File: config.mk
export PLATFORM = sky130hd
export DESIGN_NAME = clock_mode_ctrl
export DESIGN_NICKNAME = d
export VERILOG_FILES = /design/src/rtl/clock_pkg.sv /design/src/rtl/tick_gen.sv /design/src/rtl/clock_mode_ctrl.sv
export SDC_FILE = /design/constraint.sdc
export NUM_CORES = 1
export LEC_CHECK = 0
export BUFFER_PORTS_ARGS = -buffer_cell sky130_fd_sc_hd__buf_2
export CAP_MARGIN = 5
export CORE_MARGIN = 2
export CORE_UTILIZATION = 55
export CTS_BUF_LIST = sky130_fd_sc_hd__clkbuf_16
export DETAILED_ROUTE_END_ITERATION = 10
export GPL_TIMING_DRIVEN = 0
export PLACE_DENSITY = 0.81
export SLEW_MARGIN = 5
export SYNTH_ARGS = -nofsm -noshare
export SYNTH_HDL_FRONTEND = slang
export SYNTH_SLANG_ARGS = --single-unit
File: constraint.sdc
create_clock -name clk -period 2.65 [get_ports clk]
set_input_delay 0.265 -clock clk [delete_from_list [all_inputs] [get_ports clk]]
set_output_delay 0.265 -clock clk [all_outputs]
set_load 0.01 [all_outputs]
File: src/rtl/clock_pkg.sv
// Shared encodings for the clock mode controller: modes, edit positions and blink-mask slots.
package clock_pkg;

  typedef enum logic [1:0] {
    MODE_CLOCK = 2'd0,
    MODE_SETUP = 2'd1,
    MODE_ALARM = 2'd2
  } mode_e;

  typedef enum logic [1:0] {
    POS_SEC  = 2'd0,
    POS_MIN  = 2'd1,
    POS_HOUR = 2'd2
  } pos_e;

  localparam int MASK_SEC_LSB  = 0;
  localparam int MASK_MIN_LSB  = 2;
  localparam int MASK_HOUR_LSB = 4;

  // Both digits of the selected field follow the blink phase; everything else stays lit.
  function automatic logic [5:0] pos_mask(input pos_e pos, input logic phase);
    logic [5:0] m;
    m = '0;
    case (pos)
      POS_SEC:  m[MASK_SEC_LSB  +: 2] = {2{phase}};
      POS_MIN:  m[MASK_MIN_LSB  +: 2] = {2{phase}};
      POS_HOUR: m[MASK_HOUR_LSB +: 2] = {2{phase}};
      default:  m = '0;
    endcase
    return m;
  endfunction

endpackage

File: src/rtl/tick_gen.sv
// Divider: o_tick is high in the last cycle of each DIV-cycle period.
// i_clr synchronously returns the count to 0 and suppresses the tick.
module tick_gen #(
  parameter int DIV = 10
) (
  input  logic clk,
  input  logic rst_n,
  input  logic i_clr,
  output logic o_tick
);

  localparam int            CW   = (DIV > 1) ? $clog2(DIV) : 1;
  localparam logic [CW-1:0] LAST = CW'(DIV - 1);

  logic [CW-1:0] r_cnt;

  always_ff @(posedge clk or negedge rst_n) begin
    if (!rst_n) begin
      r_cnt <= '0;
    end else if (i_clr || r_cnt == LAST) begin
      r_cnt <= '0;
    end else begin
      r_cnt <= r_cnt + CW'(1);
    end
  end

  assign o_tick = (r_cnt == LAST) && !i_clr;

endmodule

File: src/rtl/clock_mode_ctrl.sv
// Button-driven mode/position controller and enable-strobe scheduler for the digital clock.
// Presses act 3 cycles after the button falls; every strobe is registered and one cycle wide.
module clock_mode_ctrl
  import clock_pkg::*;
#(
  parameter int TICK_DIV  = 50000000,
  parameter int BLINK_DIV = 12500000
) (
  input  logic       clk,
  input  logic       rst_n,
  input  logic       i_sw_mode,
  input  logic       i_sw_pos,
  input  logic       i_sw_inc,
  input  logic       i_sec_max,
  input  logic       i_min_max,
  output logic [1:0] o_mode,
  output logic [1:0] o_position,
  output logic       o_sec_en,
  output logic       o_min_en,
  output logic       o_hour_en,
  output logic       o_alm_min_en,
  output logic       o_alm_hour_en,
  output logic       o_alarm_en,
  output logic [5:0] o_blink_mask
);

  // Bit order everywhere: [0] mode, [1] pos, [2] inc.
  logic [2:0] r_sync1, r_sync2, r_sync3;
  logic [2:0] w_press;
  logic       w_ev_mode, w_ev_pos, w_ev_inc;

  always_ff @(posedge clk or negedge rst_n) begin
    if (!rst_n) begin
      r_sync1 <= '1;
      r_sync2 <= '1;
      r_sync3 <= '1;
    end else begin
      r_sync1 <= {i_sw_inc, i_sw_pos, i_sw_mode};
      r_sync2 <= r_sync1;
      r_sync3 <= r_sync2;
    end
  end

  assign w_press   = r_sync3 & ~r_sync2;
  assign w_ev_mode = w_press[0];
  assign w_ev_pos  = w_press[1] & ~w_press[0];
  assign w_ev_inc  = w_press[2] & ~w_press[1] & ~w_press[0];

  mode_e      r_mode, w_mode_nxt;
  pos_e       r_pos, w_pos_nxt;
  logic       r_alarm_en, w_alarm_nxt;
  logic [4:0] r_stb, w_stb_nxt;  // {alm_hour, alm_min, hour, min, sec}
  logic [1:0] w_mode_raw, w_pos_raw;
  logic       w_illegal, w_tick, w_change, w_blink_clr, w_blink_tick;
  logic       r_phase;

  assign w_mode_raw = r_mode;
  assign w_pos_raw  = r_pos;
  assign w_illegal  = (w_mode_raw == 2'd3) || (w_pos_raw == 2'd3);

  tick_gen #(.DIV(TICK_DIV)) u_tick (
    .clk    (clk),
    .rst_n  (rst_n),
    .i_clr  (r_mode == MODE_SETUP),
    .o_tick (w_tick)
  );

  assign w_change    = (w_mode_nxt != r_mode) || (w_pos_nxt != r_pos);
  assign w_blink_clr = (r_mode == MODE_CLOCK) || w_change;

  tick_gen #(.DIV(BLINK_DIV)) u_blink (
    .clk    (clk),
    .rst_n  (rst_n),
    .i_clr  (w_blink_clr),
    .o_tick (w_blink_tick)
  );

  always_ff @(posedge clk or negedge rst_n) begin
    if (!rst_n) begin
      r_mode     <= MODE_CLOCK;
      r_pos      <= POS_SEC;
      r_alarm_en <= 1'b0;
      r_stb      <= '0;
      r_phase    <= 1'b0;
    end else begin
      r_mode     <= w_mode_nxt;
      r_pos      <= w_pos_nxt;
      r_alarm_en <= w_alarm_nxt;
      r_stb      <= w_stb_nxt;
      r_phase    <= w_blink_clr ? 1'b0 : (r_phase ^ w_blink_tick);
    end
  end

  always_comb begin
    w_mode_nxt  = r_mode;
    w_pos_nxt   = r_pos;
    w_alarm_nxt = r_alarm_en;
    w_stb_nxt   = '0;
    if (w_illegal) begin
      w_mode_nxt = MODE_CLOCK;
      w_pos_nxt  = POS_SEC;
    end else begin
      // Tick is held off in SETUP, so it never collides with a SETUP increment.
      if (w_tick) begin
        w_stb_nxt[0] = 1'b1;
        w_stb_nxt[1] = i_sec_max;
        w_stb_nxt[2] = i_sec_max & i_min_max;
      end
      case (r_mode)
        MODE_CLOCK: begin
          if (w_ev_mode) begin
            w_mode_nxt = MODE_SETUP;
            w_pos_nxt  = POS_SEC;
          end else if (w_ev_inc) begin
            w_alarm_nxt = ~r_alarm_en;
          end
        end
        MODE_SETUP: begin
          if (w_ev_mode) begin
            w_mode_nxt = MODE_ALARM;
            w_pos_nxt  = POS_MIN;
          end else if (w_ev_pos) begin
            case (r_pos)
              POS_SEC: w_pos_nxt = POS_MIN;
              POS_MIN: w_pos_nxt = POS_HOUR;
              default: w_pos_nxt = POS_SEC;
            endcase
          end else if (w_ev_inc) begin
            case (r_pos)
              POS_SEC:  w_stb_nxt[0] = 1'b1;
              POS_MIN:  w_stb_nxt[1] = 1'b1;
              POS_HOUR: w_stb_nxt[2] = 1'b1;
              default:  w_stb_nxt[0] = 1'b0;
            endcase
          end
        end
        MODE_ALARM: begin
          if (w_ev_mode) begin
            w_mode_nxt = MODE_CLOCK;
            w_pos_nxt  = POS_SEC;
          end else if (w_ev_pos) begin
            w_pos_nxt = (r_pos == POS_MIN) ? POS_HOUR : POS_MIN;
          end else if (w_ev_inc) begin
            if (r_pos == POS_MIN)  w_stb_nxt[3] = 1'b1;
            if (r_pos == POS_HOUR) w_stb_nxt[4] = 1'b1;
          end
        end
        default: begin
          w_mode_nxt = MODE_CLOCK;
          w_pos_nxt  = POS_SEC;
        end
      endcase
    end
  end

  assign o_mode        = r_mode;
  assign o_position    = r_pos;
  assign o_alarm_en    = r_alarm_en;
  assign o_sec_en      = r_stb[0];
  assign o_min_en      = r_stb[1];
  assign o_hour_en     = r_stb[2];
  assign o_alm_min_en  = r_stb[3];
  assign o_alm_hour_en = r_stb[4];
  assign o_blink_mask  = (r_mode == MODE_SETUP || r_mode == MODE_ALARM) ?
                         pos_mask(r_pos, r_phase) : 6'b0;

endmodule

==> key figures, run 1 <==
Detailed routing
  • Vias per cell: between 5 and 6
  • Routed wire length: approximately 7000 um
  • WL/cell: 14.9 um
  • Pre-Repair DR Iteration Count: 5
  • Drc violations: 0
  • DR iter-0 viols: 156
  • DR vias: 2698
  • DRT antenna net count: 0

Yosys
  • Cell Area, Synth: around 3500 um^2
  • Distinct cells, synth: 49
  • EDFF count, synth: 0
  • Sequential element share of the synthesized area: 0.497
  • Post-Syn Area per Cell: 10.2 um^2
  • Asr flop ratio synth: 1.00
  • Syn Inst Count: 349
  • Warnings from Yosys: 0
  • Syn nets: between 300 and 400
  • Synthesized flop and latch total: 70
  • Most used DFF post-synth: dfrtp_1

Die
  • DIE AREA: 7110 um^2
  • IO Count: 23
  • # rows: 29
  • Chip Height: 84.3 um
  • Die X: 84.3 um
  • Core Footprint: between 6000 and 7000 um^2
  • Initial cell density of the core: 0.565

Global route
  • Pin count of the biggest net entering global routing: 71
  • GRT Overall Usage: 0.213
  • First-pass GRT wire length: 12200 um
  • Total grt overflow: 0
  • Number of global-route vias before repair: 2695
  • Initial antenna violation count: 0

Layout
  • Final nets: approximately 400
  • Final Cell Area: 4120 um^2
  • N_diodes: 0
  • Synthesis-to-layout area growth: 16.0%
  • Fraction of layout cells with a size suffix above 1: 0.166

Clock tree
  • Post-CTS Resized: 0
  • Worst-skew pair later-pin latency: 0.33 ns
  • Root buf cell: clkbuf_16
  • # hold bufs at CTS: 0
  • Setup repair bufs after CTS: 0
  • Count of clock tree sinks: 70
  • Max Buffers Root-to-Sink: 2
  • Cts bufs inserted: 9
  • Clock tree from TritonCTS: done
  • H-tree levels: 3
  • Reg clk slew, reported paths: roughly 0.05 ns

Placed design
  • Hpwl dp: between 4000 and 5000 um
  • Worst slack, placed: about 0.22 ns
  • RD Place Congestion: around 0.85
  • Port bufs: 22
  • Placed cell areas: 3760 um^2

Timing
  • Max Clock Freq: 408 MHz
  • Final hold violation count: 0
  • Setup WS post-layout: 0.201 ns
  • Minimum clock period: 2.45 ns
  • Worst-Margin Slew: 0.849 ns
  • Pins Over Slew Limit: 0
  • WHS: around 0.029 ns
  • Clock skew: ~0.0077 ns
  • Final period util: 0.924
  • Relative slew slack: 0.434
  • Endpoints failing setup: 0
  • Setup_tns: 0 ns
  • Unrepaired setup endpoints after global routing: false

Setup path
  • RR Startpoint: o_mode[1]
  • Worst R2R End: u_blink.r_cnt[19]
  • Slowest cell on crit path: dfrtp_1
  • CP Cell Sequence: inv_1, ha_1, buf_2, nor2_1, o31a_1, nor3_1, nand4_2, buf_2, nor3_1
  • WP data arrival: 2.69 ns
  • CP startpoint kind: flop
  • Critical Path End Type: flop
  • CP max FO: 10
  • Max stage delay on crit path: 0.45 ns
  • Worst Setup EP: u_blink.r_cnt[19]
  • Flop-to-flop setup slack: around 0.20 ns
  • R2r worst-path depth: 9
  • Worst path depth: 9
  • Worst Path Required: 2.89 ns
  • Crit path from: o_mode[1]
  • WP buf/inv: 3
  • CP Class: flop to flop
  • Top Family by Delay on Critical Path: simple AND/OR/NAND/NOR gates

Job
  • Max-cap violation count: 0

Pwr
  • Power density cells: 822 nW/um^2
  • Leakage: 1.86 nW
  • Clk pwr share: 0.426
  • Seq pwr share: 0.369
  • Internal: approximately 2.4 mW
  • Gate power share: 0.205
  • Peak VDD IR: 0.669 mV
  • Switch share: 0.285
  • Net Sw Power: 0.965 mW

Min path
  • Hold WC Path Type: input port to asynchronous set/reset pin

Outcome
  • Status: finished clean
## cell families (layout without fill, tap and decap cells)
logic type                 count (synthesis)  count (layout)  share of synthesized area
AOI/OAI and AO/OA                         23              23                     0.0490
xor gates and xnor gates                  47              47                      0.116
adders and majority gates                 11              11                     0.0388
buffers and inverters                     24              61                     0.0363
DFF                                       70              70                      0.497
and+or+nand+nor                          174             174                      0.263
## metrics by stage
stage | total power [mW] | util | instances
4_1_cts | 3.42 | 0.656 | 464
3_3_place_gp | 1.93 | 0.598 | 448
3_5_place_dp | 1.96 | 0.599 | 448
2_1_floorplan | 1.75 | - | 349
6_report | 3.38 | 0.656 | 463
5_1_grt | 3.55 | 0.656 | 463
## worst reg2reg max path, stage by stage, from the launching register on
cell	delay, ns
dfrtp_1	0.45
inv_1	0.17
ha_1	0.18
buf_2	0.20
nor2_1	0.11
o31a_1	0.29
nor3_1	0.21
nand4_2	0.25
buf_2	0.27
nor3_1	0.22
## layout by cell type (no fill, tap or decap), types with 14 or more instances in the layout
| cell type | n |
|---|---|
| buf_2 | 24 |
| nand4_1 | 15 |
| nand3_1 | 30 |
| xnor2_1 | 14 |
| nand2_1 | 16 |
| xor2_1 | 33 |
| nor3_1 | 20 |
| and3_1 | 15 |
| dfrtp_1 | 61 |
| nor2_1 | 51 |
## cells in the mapped netlist (all sizes together), types with 4 or more instances
| library cell | instances | area (um^2) |
|---|---|---|
| dfrtp | 61 | 1530 |
| nor2 | 51 | 191 |
| xor2 | 33 | 289 |
| nand3 | 30 | 150 |
| nor3 | 20 | 100 |
| nand2 | 16 | 60.1 |
| nand4 | 16 | 106 |
| and3 | 15 | 93.8 |
| xnor2 | 14 | 123 |
| buf | 11 | 78.8 |
| ha | 11 | 138 |
| dfstp | 9 | 236 |
| inv | 9 | 33.8 |
| nor4 | 6 | 80.1 |
| clkbuf | 4 | 16.3 |
## how the worst min path moves through the flow
| stage | startpoint | cells after the start | slack (ns) | end |
|---|---|---|---|---|
| after detailed placement | r_sync1[0] | 0 | 0.35 | r_sync2[0] |
| after CTS | i_sw_pos | 1 | 0.02 | r_sync1[1] |
| after floorplan | rst_n | 0 | -0.03 | o_alarm_en |
| final | rst_n | 1 | 0.03 | r_stb[1] |
| after global placement | r_sync1[2] | 0 | 0.35 | r_sync2[2] |
| after global routing | i_sw_pos | 1 | 0.03 | r_sync1[1] |
## per-layer routing
layer,vias to the layer above,share of wire,global-route usage
met5,-,0,0
met4,0,0.020,0.0981
met3,14,0.047,0.0374
met2,91,0.49,0.353
met1,1305,0.44,0.273
li1,1288,-,-
## layout make-up
| cell class | count | area [um^2] |
|---|---|---|
| clock inverter | 7 | 136 |
| multi-input combinational | 255 | 1660 |
| buffer | 14 | 91.3 |
| timing repair buffer | 22 | 113 |
| inverter | 9 | 33.8 |
| fill | 450 | 2160 |
| tap | 77 | 96.3 |
| clock buffer | 9 | 225 |
| sequential | 70 | 1760 |
## state kept, by name, summed over array words and instances (netlist names)
signal	flops
o_mode	2
o_alarm_en	1
r_phase	1
o_position	2
r_sync1	3
u_blink.r_cnt	24
r_sync3	3
r_stb	5
r_sync2	3
u_tick.r_cnt	26
## power groups by stage
stage	combinational [mW]	clock, mW	sequential (mW)
2_1_floorplan	0.489	0	1.26
3_3_place_gp	0.675	0	1.26
3_5_place_dp	0.694	0	1.27
4_1_cts	0.701	1.47	1.25
5_1_grt	0.772	1.51	1.27
6_report	0.693	1.44	1.25
Power figures use the tool's default switching activity.
==> inputs of run 2 (changes only) <==
--- a/config.mk
+++ b/config.mk
@@ -8,12 +8,13 @@
 export BUFFER_PORTS_ARGS = -buffer_cell sky130_fd_sc_hd__buf_2
 export CAP_MARGIN = 5
 export CORE_MARGIN = 2
-export CORE_UTILIZATION = 55
+export CORE_UTILIZATION = 61
 export CTS_BUF_LIST = sky130_fd_sc_hd__clkbuf_16
 export DETAILED_ROUTE_END_ITERATION = 10
 export GPL_TIMING_DRIVEN = 0
-export PLACE_DENSITY = 0.81
+export PLACE_DENSITY = 0.88
 export SLEW_MARGIN = 5
 export SYNTH_ARGS = -nofsm -noshare
 export SYNTH_HDL_FRONTEND = slang
+export SYNTH_HIERARCHICAL = 1
 export SYNTH_SLANG_ARGS = --single-unit
==> run 2 against run 1 <==
Compared with the run above: flip-flop and latch count did not move; combinational power rose by 46%; highest routed layer unchanged; wire length rose by 42%; via count rose by 29%; core utilization rose by 8.4 points; clock skew rose by 0.0053 ns; critical path depth rose by 1.
==> key figures, run 2 <==
Clock tree
  • Reg clk slew, reported paths: 0.07 ns (was 0.05 ns)
  • Clock tree from TritonCTS: done (unchanged)
  • Worst-skew pair later-pin latency: 0.33 ns (about the same)
  • Cts bufs inserted: 9 (unchanged)
  • Count of clock tree sinks: 70 (unchanged)
  • Max Buffers Root-to-Sink: 2 (unchanged)
  • H-tree levels: 3 (unchanged)
  • Root buf cell: clkbuf_16 (unchanged)

Global route
  • GRT Overall Usage: 0.273 (was 0.213)
  • Total grt overflow: 0 (unchanged)
  • Number of global-route vias before repair: 3338 (was 2695)
  • Pin count of the biggest net entering global routing: 71 (unchanged)
  • Initial antenna violation count: 0 (unchanged)
  • First-pass GRT wire length: 15400 um (was 12200 um)

Placed design
  • Hpwl dp: 5920 um (was 4570 um)
  • Placed cell areas: 4000 um^2 (was 3760 um^2)
  • Port bufs: 22 (unchanged)
  • RD Place Congestion: 0.902 (was 0.847)
  • Worst slack, placed: -0.267 ns (was 0.224 ns)

Detailed routing
  • Vias per cell: 6.75 (was 5.83)
  • Routed wire length: 9780 um (was 6910 um)
  • DR iter-0 viols: 486 (was 156)
  • WL/cell: 19.0 um (was 14.9 um)
  • Drc violations: 0 (unchanged)
  • DR vias: 3484 (was 2698)
  • Pre-Repair DR Iteration Count: 5 (unchanged)
  • DRT antenna net count: 0 (unchanged)

Timing
  • Setup_tns: 0 ns (unchanged)
  • Pins Over Slew Limit: 0 (unchanged)
  • Endpoints failing setup: 0 (unchanged)
  • Worst-Margin Slew: 0.868 ns (was 0.849 ns)
  • Final hold violation count: 0 (unchanged)
  • Unrepaired setup endpoints after global routing: false (unchanged)
  • Final period util: 0.971 (was 0.924)
  • Max Clock Freq: 389 MHz (was 408 MHz)
  • Minimum clock period: 2.57 ns (was 2.45 ns)
  • Relative slew slack: 0.421 (was 0.434)
  • Setup WS post-layout: 0.0768 ns (was 0.201 ns)
  • Clock skew: 0.0130 ns (was 0.00773 ns)
  • WHS: 0.0370 ns (was 0.0290 ns)

Setup path
  • CP startpoint kind: flop (unchanged)
  • Critical Path End Type: flop (unchanged)
  • RR Startpoint: o_mode[1] (unchanged)
  • CP Class: flop to flop (unchanged)
  • WP data arrival: 2.82 ns (was 2.69 ns)
  • Flop-to-flop setup slack: 0.08 ns (was 0.20 ns)
  • Crit path from: o_mode[1] (unchanged)
  • CP max FO: 10 (unchanged)
  • Worst Path Required: 2.90 ns (was 2.89 ns)

Yosys
  • Distinct cells, synth: 54 (was 49)
  • Largest area contributor in the netlist: dfrtp_1 (unchanged)
  • Sequential element share of the synthesized area: 0.465 (was 0.497)
  • Asr flop ratio synth: 1.00 (unchanged)
  • Most used DFF post-synth: dfrtp_1 (unchanged)
  • Syn nets: 414 (was 367)
  • EDFF count, synth: 0 (unchanged)
  • Synth area leaders: dfrtp_1, dfstp_2, ha_1 (was dfrtp_1, xor2_1, dfstp_2)
  • Syn Inst Count: 394 (was 349)
  • Post-synth top area share: 0.403 (was 0.430)
  • Synthesized flop and latch total: 70 (unchanged)
  • Cell Area, Synth: 3790 um^2 (was 3550 um^2)
  • Warnings from Yosys: 6 (was 0)
  • Post-Syn Area per Cell: 9.63 um^2 (was 10.2 um^2)
  • Most frequent cell after synthesis: dfrtp_1 (unchanged)
  • Synth cell count leaders: dfrtp_1, nor2_1, nand2_1, nand3_1, a21oi_1 (was dfrtp_1, nor2_1, xor2_1, nand3_1, nor3_1)

Min path
  • Hold WC Path Type: input port to asynchronous set/reset pin (unchanged)

Layout
  • Synthesis-to-layout area growth: 16.1% (was 16.0%)
  • Max reg flops: 26 (unchanged)
  • Commonest cells after routing, fill and taps aside: dfrtp_1, nor2_1, nand2_1 (was dfrtp_1, nor2_1, xor2_1)
  • N_diodes: 0 (unchanged)
  • Final Cell Area: 4400 um^2 (was 4120 um^2)
  • Fraction of layout cells with a size suffix above 1: 0.222 (was 0.166)
  • Biggest registers after layout: u_tick/r_cnt (26), u_blink/r_cnt (24), r_stb (5) (was u_tick.r_cnt (26), u_blink.r_cnt (24), r_stb (5))
  • Final nets: 456 (was 399)
  • Commonest non-fill, non-tap cell in the layout: dfrtp_1 (unchanged)
  • Top reg by flops: u_tick/r_cnt (was u_tick.r_cnt)

Pwr
  • Peak VDD IR: 0.442 mV (was 0.669 mV)
  • Pwr Total: 3.47 mW (was 3.38 mW)
  • Power density cells: 789 nW/um^2 (was 822 nW/um^2)
  • Leakage: 1.79 nW (was 1.86 nW)

Die
  • Initial cell density of the core: 0.637 (was 0.565)
  • Core Footprint: 5960 um^2 (was 6280 um^2)
  • Chip Height: 82.9 um (was 84.3 um)
  • DIE AREA: 6860 um^2 (was 7110 um^2)
  • Die X: 82.9 um (was 84.3 um)
  • IO Count: 23 (unchanged)
  • # rows: 28 (was 29)

Job
  • Max-cap violation count: 0 (unchanged)

Outcome
  • Status: finished clean (unchanged)
==> run 2: cell type report <==
class                           count  area, um^2
Multi-Input combinational cell    292        1900
Sequential cell                    70        1770
Fill cell                         369        1550
Clock buffer                        9         225
Timing Repair Buffer               31         180
Buffer                             17         105
Tap cell                           75        93.8
Clock inverter                      7        72.6
Inverter                           15        56.3
==> run 2: logic make-up (layout without fill, tap and decap cells) <==
logic type,Yosys count,count (layout),share of synthesized area
buffers and inverters,32,79,0.0399
and+or+nand+nor,183,183,0.274
adders and majority gates,13,13,0.0429
muxes,1,1,0.00264
xor gates and xnor gates,23,23,0.0531
DFF,70,70,0.465
AOI/OAI and AO/OA,72,72,0.122
==> run 2: worst paths after layout <==
check | to | cells after the start
setup / recovery | u_blink/r_cnt[3] | 10
hold / removal | u_tick/r_cnt[22] | 1
setup reg to reg | u_blink/r_cnt[3] | 10
hold reg to reg | r_sync2[1] | 0
max in group asynchronous | o_position[0] | 1
min in group clk | r_sync1[2] | 1
==> run 2: metrics by stage <==
stage,util,instances
finish,0.739,516
global route,0.739,516
CTS,0.726,509
detailed placement,0.671,491
global placement,0.671,491
floorplan,-,394
==> run 2: report_power, final <==
group | total [mW] | switching [mW] | internal (mW)
combinational | 1.01 | 0.618 | 0.394
sequential | 1.26 | 0.106 | 1.16
clock | 1.20 | 0.470 | 0.732
total | 3.47 | 1.19 | 2.28
==> run 2: routing by layer <==
layer,up-vias,track usage,wire (um),share of wire
li1,1536,-,-,-
met1,1652,0.341,3800,0.39
met2,239,0.455,4750,0.49
met3,57,0.0437,773,0.079
met4,0,0.149,459,0.047
met5,-,0,0,0
==> run 2: what timing repair did <==
item	in CTS	in global routing
endpoints found under the setup margin	23	23
setup buffers	2	7
hold buffers	0	0
gates resized for setup	8	13
pin swaps	2	2
==> run 2: critical path, cell delays in order (launching register included) <==
cell,delay [ns]
dfrtp_2,0.46
inv_2,0.11
ha_2,0.24
clkbuf_4,0.21
o21ai_0,0.15
a211oi_1,0.34
o311a_1,0.26
nand2_1,0.10
a41o_1,0.28
buf_4,0.19
nor2_1,0.14
